$ cat config.mk
export PLATFORM = sky130hd
export DESIGN_NAME = alu_seq
export DESIGN_NICKNAME = d
export VERILOG_FILES = /design/src/rtl/alu_pkg.sv /design/src/rtl/alu_core.sv /design/src/rtl/alu_seq.sv
export SDC_FILE = /design/constraint.sdc
export NUM_CORES = 1
export LEC_CHECK = 0
export ABC_AREA = 1
export BUFFER_PORTS_ARGS = -buffer_cell sky130_fd_sc_hd__buf_2
export CAP_MARGIN = 20
export CORE_MARGIN = 2
export CORE_UTILIZATION = 50
export CTS_BUF_LIST = sky130_fd_sc_hd__clkbuf_16
export CTS_CLUSTER_DIAMETER = 30
export DETAILED_ROUTE_END_ITERATION = 8
export HOLD_SLACK_MARGIN = 0.02
export PLACE_DENSITY = 0.7
export SYNTH_ARGS = -nofsm -noshare
export SYNTH_HDL_FRONTEND = slang
export SYNTH_SLANG_ARGS = --single-unit
$ cat constraint.sdc
create_clock -name clk -period 4.8 [get_ports clk]
set_input_delay 0.96 -clock clk [delete_from_list [all_inputs] [get_ports clk]]
set_output_delay 0.96 -clock clk [all_outputs]
set_load 0.05 [all_outputs]
$ cat src/rtl/alu_pkg.sv
// Shared opcodes, flag bit positions and FSM state for the sequential ALU.
package alu_pkg;

    localparam logic [4:0] OP_ADD    = 5'h00;
    localparam logic [4:0] OP_SUB    = 5'h01;
    localparam logic [4:0] OP_AND    = 5'h02;
    localparam logic [4:0] OP_OR     = 5'h03;
    localparam logic [4:0] OP_XOR    = 5'h04;
    localparam logic [4:0] OP_NOT    = 5'h05;
    localparam logic [4:0] OP_LSL1   = 5'h06;
    localparam logic [4:0] OP_LSR1   = 5'h07;
    localparam logic [4:0] OP_ASR1   = 5'h08;
    localparam logic [4:0] OP_INC    = 5'h09;
    localparam logic [4:0] OP_DEC    = 5'h0A;
    localparam logic [4:0] OP_EQ     = 5'h0B;
    localparam logic [4:0] OP_LT     = 5'h0C;
    localparam logic [4:0] OP_GT     = 5'h0D;
    localparam logic [4:0] OP_GE     = 5'h0E;
    localparam logic [4:0] OP_LE     = 5'h0F;
    localparam logic [4:0] OP_MUL    = 5'h10;
    localparam logic [4:0] OP_SATADD = 5'h11;
    localparam logic [4:0] OP_SATSUB = 5'h12;

    localparam int FLAG_COUT  = 0;
    localparam int FLAG_ZERO  = 1;
    localparam int FLAG_OVF   = 2;
    localparam int FLAG_NEG   = 3;
    localparam int FLAG_EQUAL = 4;

    typedef enum logic {IDLE, MUL} state_t;

    function automatic logic is_reserved(input logic [4:0] op);
        return op > OP_SATSUB;
    endfunction

    function automatic logic [4:0] pack_flags(input logic equal, input logic neg,
                                              input logic ovf, input logic zero,
                                              input logic cout);
        logic [4:0] f;
        f             = '0;
        f[FLAG_EQUAL] = equal;
        f[FLAG_NEG]   = neg;
        f[FLAG_OVF]   = ovf;
        f[FLAG_ZERO]  = zero;
        f[FLAG_COUT]  = cout;
        return f;
    endfunction

endpackage

$ cat src/rtl/alu_core.sv
// Combinational single-cycle datapath: arithmetic, logic, shifts, compares, saturation.
module alu_core import alu_pkg::*; #(
    parameter int N = 8
) (
    input  logic [4:0]   op,
    input  logic [N-1:0] a,
    input  logic [N-1:0] b,
    output logic [N-1:0] result,
    output logic [4:0]   flags
);

    localparam logic [N-1:0] SMAX = {1'b0, {(N-1){1'b1}}};
    localparam logic [N-1:0] SMIN = {1'b1, {(N-1){1'b0}}};
    localparam logic [N:0]   ONE  = {{N{1'b0}}, 1'b1};

    logic [N:0] add_w, sub_w, inc_w, dec_w;
    logic       cout, ovf, equal;

    assign add_w = {1'b0, a} + {1'b0, b};
    assign sub_w = {1'b0, a} - {1'b0, b};
    assign inc_w = {1'b0, a} + ONE;
    assign dec_w = {1'b0, a} - ONE;

    always_comb begin
        result = '0;
        cout   = 1'b0;
        ovf    = 1'b0;
        equal  = 1'b0;
        case (op)
            OP_ADD: begin
                {cout, result} = add_w;
                ovf = (a[N-1] == b[N-1]) && (add_w[N-1] != a[N-1]);
            end
            OP_SUB: begin
                {cout, result} = sub_w;
                ovf = (a[N-1] != b[N-1]) && (sub_w[N-1] != a[N-1]);
            end
            OP_AND:  result = a & b;
            OP_OR:   result = a | b;
            OP_XOR:  result = a ^ b;
            OP_NOT:  result = ~a;
            OP_LSL1: result = {a[N-2:0], 1'b0};
            OP_LSR1: result = {1'b0, a[N-1:1]};
            OP_ASR1: result = {a[N-1], a[N-1:1]};
            OP_INC: begin
                {cout, result} = inc_w;
                ovf = !a[N-1] && inc_w[N-1];
            end
            OP_DEC: begin
                {cout, result} = dec_w;
                ovf = a[N-1] && !dec_w[N-1];
            end
            OP_EQ: begin
                equal  = (a == b);
                result = {{(N-1){1'b0}}, a == b};
            end
            OP_LT: result = {{(N-1){1'b0}}, a <  b};
            OP_GT: result = {{(N-1){1'b0}}, a >  b};
            OP_GE: result = {{(N-1){1'b0}}, a >= b};
            OP_LE: result = {{(N-1){1'b0}}, a <= b};
            // Saturating ops clamp toward the sign of A, the only sign an overflow can take.
            OP_SATADD: begin
                ovf    = (a[N-1] == b[N-1]) && (add_w[N-1] != a[N-1]);
                result = ovf ? (a[N-1] ? SMIN : SMAX) : add_w[N-1:0];
            end
            OP_SATSUB: begin
                ovf    = (a[N-1] != b[N-1]) && (sub_w[N-1] != a[N-1]);
                result = ovf ? (a[N-1] ? SMIN : SMAX) : sub_w[N-1:0];
            end
            default: result = '0;
        endcase
    end

    assign flags = pack_flags(equal, result[N-1], ovf, result == '0, cout);

endmodule

$ cat src/rtl/alu_seq.sv
// Sequential ALU: valid/ready front end, shift-add multiplier FSM, accumulator and sticky status.
module alu_seq import alu_pkg::*; #(
    parameter int N = 8
) (
    input  logic         clk,
    input  logic         rst_n,
    input  logic         in_valid,
    output logic         in_ready,
    input  logic [4:0]   op,
    input  logic [N-1:0] a,
    input  logic [N-1:0] b,
    input  logic         use_acc,
    input  logic         sticky_clr,
    output logic         out_valid,
    input  logic         out_ready,
    output logic [N-1:0] result,
    output logic [N-1:0] result_hi,
    output logic [4:0]   flags,
    output logic [1:0]   sticky,
    output logic [N-1:0] acc,
    output logic         busy
);

    localparam int            CW   = (N > 1) ? $clog2(N) : 1;
    localparam logic [CW-1:0] LAST = CW'(N - 1);

    // Handshake: a transfer happens on any rising edge where valid and ready are both high;
    // the producer holds its payload stable while valid is high and ready is low.
    state_t        state;
    logic          accept, mul_done;
    logic [N-1:0]  op_a, core_res;
    logic [4:0]    core_flags, mul_flags;
    logic [N-1:0]  mul_a, mul_hi, mul_lo, next_hi, next_lo;
    logic [CW-1:0] mul_cnt;
    logic [N:0]    mul_sum;
    logic [1:0]    sticky_set;

    assign op_a     = use_acc ? acc : a;
    assign in_ready = (state == IDLE) && (!out_valid || out_ready);
    assign accept   = in_valid && in_ready;
    assign mul_done = (state == MUL) && (mul_cnt == LAST);

    alu_core #(.N(N)) u_core (
        .op     (op),
        .a      (op_a),
        .b      (b),
        .result (core_res),
        .flags  (core_flags)
    );

    // One shift-add step per cycle: product high half in mul_hi, multiplier shifts out of mul_lo.
    assign mul_sum   = {1'b0, mul_hi} + (mul_lo[0] ? {1'b0, mul_a} : {(N+1){1'b0}});
    assign next_hi   = mul_sum[N:1];
    assign next_lo   = {mul_sum[0], mul_lo[N-1:1]};
    assign mul_flags = pack_flags(1'b0, next_hi[N-1], next_hi != '0,
                                  {next_hi, next_lo} == '0, 1'b0);

    always_comb begin
        sticky_set = 2'b00;
        if (accept && op != OP_MUL)
            sticky_set = {core_flags[FLAG_OVF], core_flags[FLAG_COUT]};
        else if (mul_done)
            sticky_set = {mul_flags[FLAG_OVF], 1'b0};
    end

    always_ff @(posedge clk or negedge rst_n) begin
        if (!rst_n) begin
            state     <= IDLE;
            result    <= '0;
            result_hi <= '0;
            flags     <= '0;
            sticky    <= '0;
            acc       <= '0;
            out_valid <= 1'b0;
            busy      <= 1'b0;
            mul_a     <= '0;
            mul_hi    <= '0;
            mul_lo    <= '0;
            mul_cnt   <= '0;
        end else begin
            sticky <= (sticky_clr ? 2'b00 : sticky) | sticky_set;
            case (state)
                IDLE: begin
                    if (accept && op == OP_MUL) begin
                        state     <= MUL;
                        busy      <= 1'b1;
                        out_valid <= 1'b0;
                        mul_a     <= op_a;
                        mul_lo    <= b;
                        mul_hi    <= '0;
                        mul_cnt   <= '0;
                    end else if (accept) begin
                        result    <= core_res;
                        result_hi <= '0;
                        flags     <= core_flags;
                        out_valid <= 1'b1;
                        if (!is_reserved(op))
                            acc <= core_res;
                    end else if (out_ready) begin
                        out_valid <= 1'b0;
                    end
                end
                MUL: begin
                    mul_hi  <= next_hi;
                    mul_lo  <= next_lo;
                    mul_cnt <= mul_cnt + CW'(1);
                    if (mul_done) begin
                        state     <= IDLE;
                        busy      <= 1'b0;
                        result    <= next_lo;
                        result_hi <= next_hi;
                        flags     <= mul_flags;
                        out_valid <= 1'b1;
                        acc       <= next_lo;
                    end
                end
                default: state <= IDLE;
            endcase
        end
    end

endmodule

Word level (Yosys, flattened, before mapping)
Index checks and enable logic that the tools add are counted.
{"block": "word_totals", "ff_bits": 61, "input_bits": 27, "out_inout_bits": 34, "elab_cells": 129}
{"block": "classes", "n_addsub": 6, "n_lt_le_gt_ge": 5, "eq_ne": 31, "n_mux": 45, "n_bitwise": 6, "n_reduce_logical": 24}
{"op": "$pmux 8 s18", "count": 1}
{"op": "$mux 8", "count": 16}
{"op": "$pmux 8 s2", "count": 5}
{"op": "$eq 5x4->1 const B", "count": 8}
{"op": "$eq 5x3->1 const B", "count": 4}
{"op": "$add 8x8->9", "count": 2}
{"op": "$logic_not 16->1", "count": 1}
{"op": "$eq 5x5->1 const B", "count": 3}
{"op": "$mux 5", "count": 3}
{"op": "$eq 5x2->1 const B", "count": 2}
{"op": "$pmux 5 s2", "count": 1}
{"op": "$add 8x1->9 const B", "count": 1}
{"op": "$logic_and 1x1->1", "count": 9}
{"op": "$mux 1", "count": 9}
{"op": "$sub 8x1->9 const B", "count": 1}
{"op": "$sub 8x8->9", "count": 1}
{"op": "$and 8x8->8", "count": 1}
{"op": "$eq 8x8->1", "count": 1}
{"op": "$ge 8x8->1", "count": 1}
{"op": "$gt 8x8->1", "count": 1}
{"op": "$le 8x8->1", "count": 1}
{"op": "$logic_not 8->1", "count": 1}
{"op": "$lt 8x8->1", "count": 1}
{"op": "$not 8->8", "count": 1}
{"op": "27 further kinds", "count": 42}

Logic depth before layout (Yosys ltp)
Gate-level depths: netlist (run 1).
{"block": "logic_depth", "ltp_word": 10, "ltp_mapped": 25, "mapped_depth_nobuf": 24}

Cells and area by module
A second synthesis (run 1) with hierarchy kept.
{"block": "hier_totals", "hier_cells": 850, "hier_area_um2": 5442.7}
{"mod": "alu_seq", "n_inst": 1, "cells_per_inst": 413, "area_per_inst_um2": 3150.5, "seq_area_each_um2": 1526.5}
{"mod": "alu_core", "n_inst": 1, "cells_per_inst": 437, "area_per_inst_um2": 2292.2, "seq_area_each_um2": 0.0}

Least setup slack after synthesis (run 1)
Ideal clock, no wire load.
{"block": "synth_timing", "path_kind": "input to register", "from": "in use_acc", "to": "reg flags[1]", "setup_ns": 0.077, "arrival_ns": 3.674, "required_ns": 4.723, "setup_slack_ns": 1.049, "stages": 20, "n_path_buf": 1, "path_cell_list": "buf_6 -> o21ai_4 -> inv_4 -> ha_1 -> inv_1 -> a21oi_1 -> nand2_1 -> a31oi_1 -> fa_1 -> inv_1 -> nand2_1 -> nand3_1 -> nand3_1 -> nand2_1 -> nand3_1 -> nor3_1 -> nand3_1 -> nor2_1 -> nand3_1 -> a21oi_1"}
{"block": "synth_between", "elab_chain_len": 10, "word_cells_on_any_way": 28, "cone_classes": "add/sub (4); order compare (4); eq/ne (5); mux (8); bitwise (4); reduce/logical (3)"}
{"element": "from (decl)", "line": "alu_seq.sv:12", "text": "input logic use_acc,"}
{"element": "$mux 8 *", "line": "alu_seq.sv:38", "text": "assign op_a = use_acc ? acc : a;"}
{"element": "named net op_a[4]", "line": "alu_seq.sv:31", "text": "logic [N-1:0] op_a, core_res;"}
{"element": "$sub 8x8->9 / $add 8x8->9 (equally long branches)", "line": "alu_core.sv:20, alu_core.sv:19"}
{"element": "$ne 1x1->1, on equally long branches", "line": "alu_core.sv:67, alu_core.sv:63"}
{"element": "$logic_and 1x1->1, on equally long branches", "line": "alu_core.sv:67, alu_core.sv:63"}
{"element": "$mux 8, on equally long branches", "line": "alu_core.sv:68, alu_core.sv:64"}
{"element": "$pmux 8 s18 *", "line": "alu_core.sv:29", "text": "case (op)"}
{"element": "$logic_not 8->1 *", "line": "alu_core.sv:74", "text": "assign flags = pack_flags(equal, result[N-1], ovf, result == '0, cout);"}
{"element": "$mux 5 *", "line": "alu_seq.sv:92", "text": "end else if (accept) begin"}
{"element": "$mux 5 *", "line": "alu_seq.sv:84", "text": "if (accept && op == OP_MUL) begin"}
{"element": "$pmux 5 s2 *", "line": "alu_seq.sv:82", "text": "case (state)"}
{"element": "to (signal assigned)", "line": "alu_seq.sv:95", "text": "flags <= core_flags;"}
{"element": "to (signal assigned)", "line": "alu_seq.sv:112", "text": "flags <= mul_flags;"}
{"element": "to (decl)", "line": "alu_seq.sv:18", "text": "output logic [4:0] flags,"}
The timed path passes the listed nets; every way through them passes the cells marked *. The select of a mux whose other input is x is not followed.
A chain may end at the register's enable or synchronous reset.

Worst setup path in the final report (run 1)
{"block": "layout_timing", "from": "in use_acc", "to": "reg acc[4]"}
{"block": "layout_between", "elab_chain_len": 10, "word_cells_on_any_way": 23, "cone_classes": "add/sub (4); eq/ne (4); mux (9); bitwise (4); reduce/logical (2)"}
{"element": "$mux 8 *", "line": "alu_seq.sv:38"}
{"element": "$sub 8x8->9 / $add 8x8->9 (equally long branches)", "line": "alu_core.sv:20, alu_core.sv:19"}
{"element": "$ne 1x1->1, on equally long branches", "line": "alu_core.sv:67, alu_core.sv:63"}
{"element": "$logic_and 1x1->1, on equally long branches", "line": "alu_core.sv:67, alu_core.sv:63"}
{"element": "$mux 8, on equally long branches", "line": "alu_core.sv:68, alu_core.sv:64"}
{"element": "$pmux 8 s18 *", "line": "alu_core.sv:29"}
{"element": "$mux 8 *", "line": "alu_seq.sv:97", "text": "if (!is_reserved(op))"}
{"element": "$mux 8 *", "line": "alu_seq.sv:92"}
{"element": "$mux 8 *", "line": "alu_seq.sv:84"}
{"element": "$pmux 8 s2 *", "line": "alu_seq.sv:82"}
{"element": "to (signal assigned)", "line": "alu_seq.sv:98", "text": "acc <= core_res;"}
{"element": "to (signal assigned)", "line": "alu_seq.sv:114", "text": "acc <= next_lo;"}
{"element": "to (decl)", "line": "alu_seq.sv:20", "text": "output logic [N-1:0] acc,"}
Mark *: on every way between the ends. The rest lies on a longest branch, timed or not. The select of a mux whose other input is x is not followed.

==> run_results.csv, run 1 <==
group,metric,value,unit
setup_path,cp-end-kind,"flop",
setup_path,r2r-start,"acc[4]$_DFFE_PN0P_",
yosys,synth_top_cell_area_share,0.287,
yosys,synth-xor-area-share,0.0115,
global_route,grt_pass1_wl,29800,µm
floorplanning,boundaryPins,61,
floorplanning,coreArea,0.0103,mm²
global_route,grt_max_degree,39,
yosys,yosysWarnings,0,
clock_network,cts_tree,"built",
setup_path,startpoint_type,"input pin",
power,p_leak,3.53,nW
detailed_routing,drt-total-wl,19000,µm
setup_path,crit_buf_inv,4,
place,dpl_worst_slack,0.362,ns
timing,worst_pin_slew,0.946,ns
run_status,status,"completed",
global_route,grt_usage,0.343,
yosys,synth_top_family_by_area,"simple AND/OR/NAND/NOR gates",
detailed_routing,wl_met1,7410,µm
yosys,synth_simple_gate_area_frac,0.403,
detailed_routing,drt_iter0_drc,545,
yosys,synthCells,823,
global_route,antenna_found_initial,0,
power,peakVddDrop,0.353,mV
floorplanning,initial_core_util,0.515,
clock_network,cts_resized,0,
floorplanning,die_h,107,µm
finish,utilization,0.594,
timing,timing.final.ws_setup,0.634,ns
clock_network,path_clk_slew,0.05,ns
finish,drive_gt1_frac,0.140,
timing,slew-limit-headroom,0.369,
detailed_routing,via_count,5871,
setup_path,slowest_stage,"fa_1",
setup_path,worst_ep_arrival_time,4.37,ns
floorplanning,die-area,0.0115,mm²
setup_path,cp.required,5.00,ns
detailed_routing,wire_per_inst,18.4,µm
detailed_routing,maxUsedRoutingLayer,"met4",
min_path,hold_path_end,"result_hi[1]$_DFFE_PN0P_",
timing,fin_crit,4.17,ns
floorplanning,rows,37,
yosys,seq_area_frac_synth,0.287,
place,place_congestion,1.09,
yosys,syn_area,0.00532,mm²
setup_path,crit_fanout,15,
global_route,grt_pass1_vias,5723,
finish,num_antenna_cells,0,
timing,finalCritPeriodShare,0.868,
detailed_routing,drc,0,
finish,nets,960,
clock_network,cts.sinks,61,
finish,area_growth,15.3,%
global_route,overflow,0,
timing,finClkSkew,0.00534,ns
setup_path,r2r_slack,1.21,ns
yosys,avgSynthCellArea,6.46,µm²
detailed_routing,met2_length,8890,µm
clock_network,cts-root-buf,"clkbuf_16",
yosys,synthAdderAreaFrac,0.104,
setup_path,crit_chain,"buf_2 > inv_2 > nand2_2 > nand2_4 > ha_1 > inv_1 > a21oi_1 > nand2_1 > nand3_1 > nand2_1 > a31oi_1 > fa_1 > inv_1 > nand2_1 > nand3_1 > nand3_1 > nand2_1 > nand3_1 > nor3_1 > nand2_1 > nand2_1 > nand2_1 > nand2_1 > o21ai_0",
clock_network,cts_hold_buf,0,
detailed_routing,dr_wl_met3,1490,µm
timing,setup_tns,0,ns
setup_path,critPathKind,"input pin to flop",
setup_path,cpMostUsedCell,"nand2_1",
setup_path,rr_worst_depth,22,
floorplanning,die_w,107,µm
place,post-dp-hpwl,15000,µm
timing,finalSetupViolCount,0,
yosys,ys_types,36,
clock_network,insertion_delay,0.33,ns
min_path,min_path_cells,2,
setup_path,path_delay_family,"simple AND/OR/NAND/NOR gates",
power,p_per_area,534,mW/mm²
yosys,yosysTopAreaCell,"dfrtp_1",
setup_path,critical_path.max_stage_delay,0.48,ns
min_path,hp-start,"result_hi[1]$_DFFE_PN0P_",
detailed_routing,ant_nets,0,
min_path,min_path_type,"flop to flop",
clock_network,cts_max_path_buffers,2,
yosys,ys_top_cells_by_area,"dfrtp_1 (29%), nand2_1 (20%), ha_1 (8.9%)",
clock_network,cts_setup_buffers,0,
timing,final_hold_viol_count,0,
yosys,synth-compound-area-share,0.104,
detailed_routing,post_drt_via_cell_ratio,5.69,
place,io_buffers,60,
timing,slew_viol_final,0,
timing,hold-worst-slack,0.479,ns
yosys,ys_seq_elements,61,
run,maxCapViolCount,0,
timing,fmax,240,MHz
clock_network,numCtsBuffers,9,
yosys,syn_nets,892,
setup_path,r2r_end,"acc[4]$_DFFE_PN0P_",
yosys,synthMuxAreaShare,0,
detailed_routing,drt_first_pass_iters,5,
timing,rsz0062_at_grt,"false",
clock_network,htree_levels,3,
## power by group
group | internal [mW] | leakage (nW) | switching, mW
sequential | 0.689 | 0.809 | 0.154
clock | 0.452 | 0.157 | 0.235
combinational | 0.474 | 2.56 | 1.27
total | 1.62 | 3.53 | 1.65
## sequential cells by signal, indices dropped and copies added, names as in the netlist
name and count:
mul_a 8, mul_cnt 3, sticky 2, state 1
result_hi 8, result 8, mul_lo 8, busy 1
mul_hi 8, out_valid 1, acc 8, flags 5
## how the worst max path moves through the flow
stage / startpoint / endpoint / slack, ns / depth (start not counted)
3_5_place_dp: use_acc / acc[6]$_DFFE_PN0P_ / 0.36 / 24
2_1_floorplan: use_acc / flags[1]$_DFFE_PN0P_ / 1.05 / 20
5_1_grt: use_acc / acc[4]$_DFFE_PN0P_ / 0.26 / 24
6_report: use_acc / acc[4]$_DFFE_PN0P_ / 0.63 / 24
4_1_cts: use_acc / acc[4]$_DFFE_PN0P_ / 0.69 / 24
3_3_place_gp: use_acc / acc[4]$_DFFE_PN0P_ / 0.44 / 24
## cells in the final DEF (no fill, tap or decap), types with 3 or more instances in the layout
cell type,n
nand2_1,283
inv_1,99
nand3_1,80
nor2_1,74
dfrtp_1,61
buf_2,60
o21ai_0,44
ha_1,38
a21oi_1,29
nand4_1,15
buf_4,15
nor3_1,10
or2_2,9
clkbuf_16,9
nand2_2,8
o211ai_1,7
nand2_4,6
nand3b_1,4
inv_2,4
nor2_2,4
xnor2_1,4
fa_1,4
o31ai_1,3
xor2_1,3
## metrics by stage
| step | power, mW | instance area, µm² | instances |
|---|---|---|---|
| 6_report | 3.27 | 6130 | 1032 |
| 3_5_place_dp | 2.55 | 5810 | 1016 |
| 4_1_cts | 3.25 | 6130 | 1032 |
| 2_1_floorplan | 2.05 | 5320 | 823 |
| 3_3_place_gp | 2.52 | 5810 | 1016 |
| 5_1_grt | 3.48 | 6130 | 1032 |
## cell type report
type | count | area (µm²)
Multi-Input combinational cell | 641 | 3310
Clock inverter | 7 | 90.1
Timing Repair Buffer | 75 | 413
Sequential cell | 61 | 1530
Clock buffer | 9 | 225
Fill cell | 983 | 4200
Inverter | 103 | 389
Tap cell | 136 | 170
## per-layer routing
layer  vias to the layer above  track usage
met5                         -            0
met4                         0        0.204
met3                        83       0.0565
met2                       287        0.577
met1                      2706        0.411
li1                       2795            -
## cells in the mapped netlist
library cell	n
clkbuf_1	7
and2_1	1
a31oi_1	1
xnor2_1	4
nand4_1	15
inv_4	1
nor4_1	2
o311ai_0	2
nand3_2	1
a211oi_1	1
nor3_1	10
a21oi_1	29
nand2_2	8
inv_1	98
o211ai_1	7
a22o_1	2
ha_1	38
o21bai_1	2
nor2_1	74
o21ai_4	2
nand3_1	80
buf_6	1
o2111ai_1	1
nand2_4	6
nand2_1	283
xor2_1	3
dfrtp_1	61
o221ai_1	1
o21ai_0	44
o31ai_1	3
buf_2	10
fa_1	4
nand3b_1	4
or2_2	9
nor2_2	4
inv_2	4
## kinds of logic (layout without fill, tap and decap cells)
| family | after synthesis | in the layout |
|---|---|---|
| simple gates | 497 | 497 |
| buf+inv | 121 | 194 |
| compound gates | 95 | 95 |
| flops | 61 | 61 |
| fa+ha+maj | 42 | 42 |
| xor+xnor | 7 | 7 |
## worst min-delay path: cells and delay by family, from the launching register on
kind	cells	cell delay, ns
flip-flops	1	0.34
AO/OA/AOI/OAI	1	0.06
AND/OR/NAND/NOR	1	0.05
(Power assumes the default switching activity.)
==> run 2, diff against run 1 <==
Settings changed: CORE_UTILIZATION 50 to 53, PLACE_DENSITY 0.7 to 0.73.
==> run_results.csv, run 2 (synthesis results as in run 1) <==
group,metric,value,unit
run_status,status,"completed",
timing,hold-worst-slack,0.475,ns
finish,fillCellCount,918,
floorplanning,initial_core_util,0.544,
timing,finalCritPeriodShare,0.884,
timing,finalSetupViolCount,0,
timing,worst_pin_slew,0.768,ns
detailed_routing,drt-total-wl,18200,µm
setup_path,r2r_end,"acc[4]$_DFFE_PN0P_",
timing,final_hold_viol_count,0,
place,io_buffers,60,
timing,rsz0062_at_grt,"false",
clock_network,insertion_delay,0.33,ns
setup_path,worst_ep_arrival_time,4.44,ns
floorplanning,die-area,0.0108,mm²
detailed_routing,drc,0,
timing,finClkSkew,0.00872,ns
clock_network,cts_hold_buf,0,
clock_network,cts_tree,"built",
detailed_routing,via_count,5842,
power,peakVddDrop,0.427,mV
setup_path,crit_fanout,15,
finish,final_cell_mix,"nand2_1 (283), inv_1 (99), nand3_1 (80)",
setup_path,rr_worst_depth,22,
timing,fmax,236,MHz
place,placed_cells,1017,
finish,final_cell_count_no_fill,1033,
timing,fin_crit,4.24,ns
setup_path,startpoint_type,"input pin",
finish,nets,964,
timing,setup_tns,0,ns
finish,num_antenna_cells,0,
floorplanning,coreArea,0.00977,mm²
setup_path,cp-end-kind,"flop",
finish,drive_gt1_frac,0.141,
clock_network,cts_max_path_buffers,2,
min_path,min_path_type,"flop to flop",
timing,slew_viol_final,0,
floorplanning,rows,36,
setup_path,r2r-start,"acc[4]$_DFFE_PN0P_",
timing,slew-limit-headroom,0.486,
finish,final_common_cell,"nand2_1",
min_path,min_path_cells,2,
clock_network,cts-root-buf,"clkbuf_16",
setup_path,critPathKind,"input pin to flop",
detailed_routing,drt_first_pass_iters,5,
detailed_routing,post_drt_via_cell_ratio,5.66,
finish,area_growth,15.6,%
global_route,grt_usage,0.344,
place,place_congestion,1.09,
place,post-dp-hpwl,14500,µm
min_path,hp-start,"result_hi[1]$_DFFE_PN0P_",
power,p_leak,3.55,nW
finish,utilization,0.629,
power,p_per_area,527,mW/mm²
global_route,overflow,0,
global_route,grt_max_degree,62,
global_route,grt_pass1_wl,28900,µm
clock_network,htree_levels,3,
clock_network,path_clk_slew,0.05,ns
setup_path,r2r_slack,1.13,ns
run,maxCapViolCount,0,
clock_network,cts_resized,0,
global_route,antenna_found_initial,1,
global_route,grt_pass1_vias,5631,
clock_network,cts_setup_buffers,0,
clock_network,cts.sinks,61,
min_path,hold_path_end,"result_hi[1]$_DFFE_PN0P_",
detailed_routing,drt_iter0_drc,514,
floorplanning,boundaryPins,61,
floorplanning,die_w,104,µm
detailed_routing,ant_nets,0,
clock_network,numCtsBuffers,9,
floorplanning,die_h,104,µm
detailed_routing,wire_per_inst,17.6,µm
setup_path,cp.required,4.99,ns
-- run 2: cell types whose count changed in the layout (fill, tap and decap cells not counted), sizes merged --
| cell | before | now |
|---|---|---|
| buf | 75 | 79 |
| clkinv | 2 | 4 |
| clkinvlp | 1 | 0 |
| inv | 105 | 104 |
-- run 2: worst max-delay path by stage --
stage,to,from
floorplan,flags[1]$_DFFE_PN0P_,use_acc
global placement,acc[4]$_DFFE_PN0P_,use_acc
detailed placement,flags[1]$_DFFE_PN0P_,use_acc
CTS,acc[4]$_DFFE_PN0P_,use_acc
global route,flags[1]$_DFFE_PN0P_,use_acc
finish,acc[4]$_DFFE_PN0P_,use_acc
-- run 2: through the flow --
step,worst slack [ns],instance area (µm²),power (mW)
6_report,0.555,6140,3.24
5_1_grt,0.129,6140,3.46
4_1_cts,0.644,6140,3.23
3_5_place_dp,0.320,5840,2.55
3_3_place_gp,0.490,5840,2.52
2_1_floorplan,1.05,5320,2.05
-- run 2: final cells by class --
type,instances,area (µm²),area share
Clock buffer,9,225,0.0367
Clock inverter,7,81.3,0.0132
Inverter,103,389,0.0633
Multi-Input combinational cell,641,3310,0.539
Sequential cell,61,1530,0.248
Tap cell,133,166,0.0271
Timing Repair Buffer,79,443,0.0721
-- run 2: worst max-delay path: stages --
cell and delay (ns):
buf_2 0.28, inv_2 0.17, nand2_2 0.11, nand2_4 0.10
ha_1 0.31, inv_1 0.06, a21oi_1 0.21, nand2_1 0.10
nand3_1 0.10, nand2_1 0.08, a31oi_1 0.21, fa_1 0.49
inv_1 0.13, nand2_1 0.06, nand3_1 0.12, nand3_1 0.10
nand2_1 0.07, nand3_1 0.10, nor3_1 0.25, nand2_1 0.10
nand2_1 0.07, nand2_1 0.07, nand2_1 0.07, o21ai_0 0.10
-- run 2: per-layer routing --
layer / track usage / up-vias / share of wire / routed length, µm
li1: - / 2786 / - / -
met1: 0.415 / 2670 / 0.39 / 7020
met2: 0.572 / 308 / 0.46 / 8450
met3: 0.0614 / 78 / 0.086 / 1570
met4: 0.208 / 0 / 0.064 / 1170
met5: 0 / - / 0 / 0
-- run 2: power breakdown --
part | internal [mW] | switching [mW]
logic | 0.486 | 1.28
registers | 0.690 | 0.117
clock network | 0.446 | 0.220
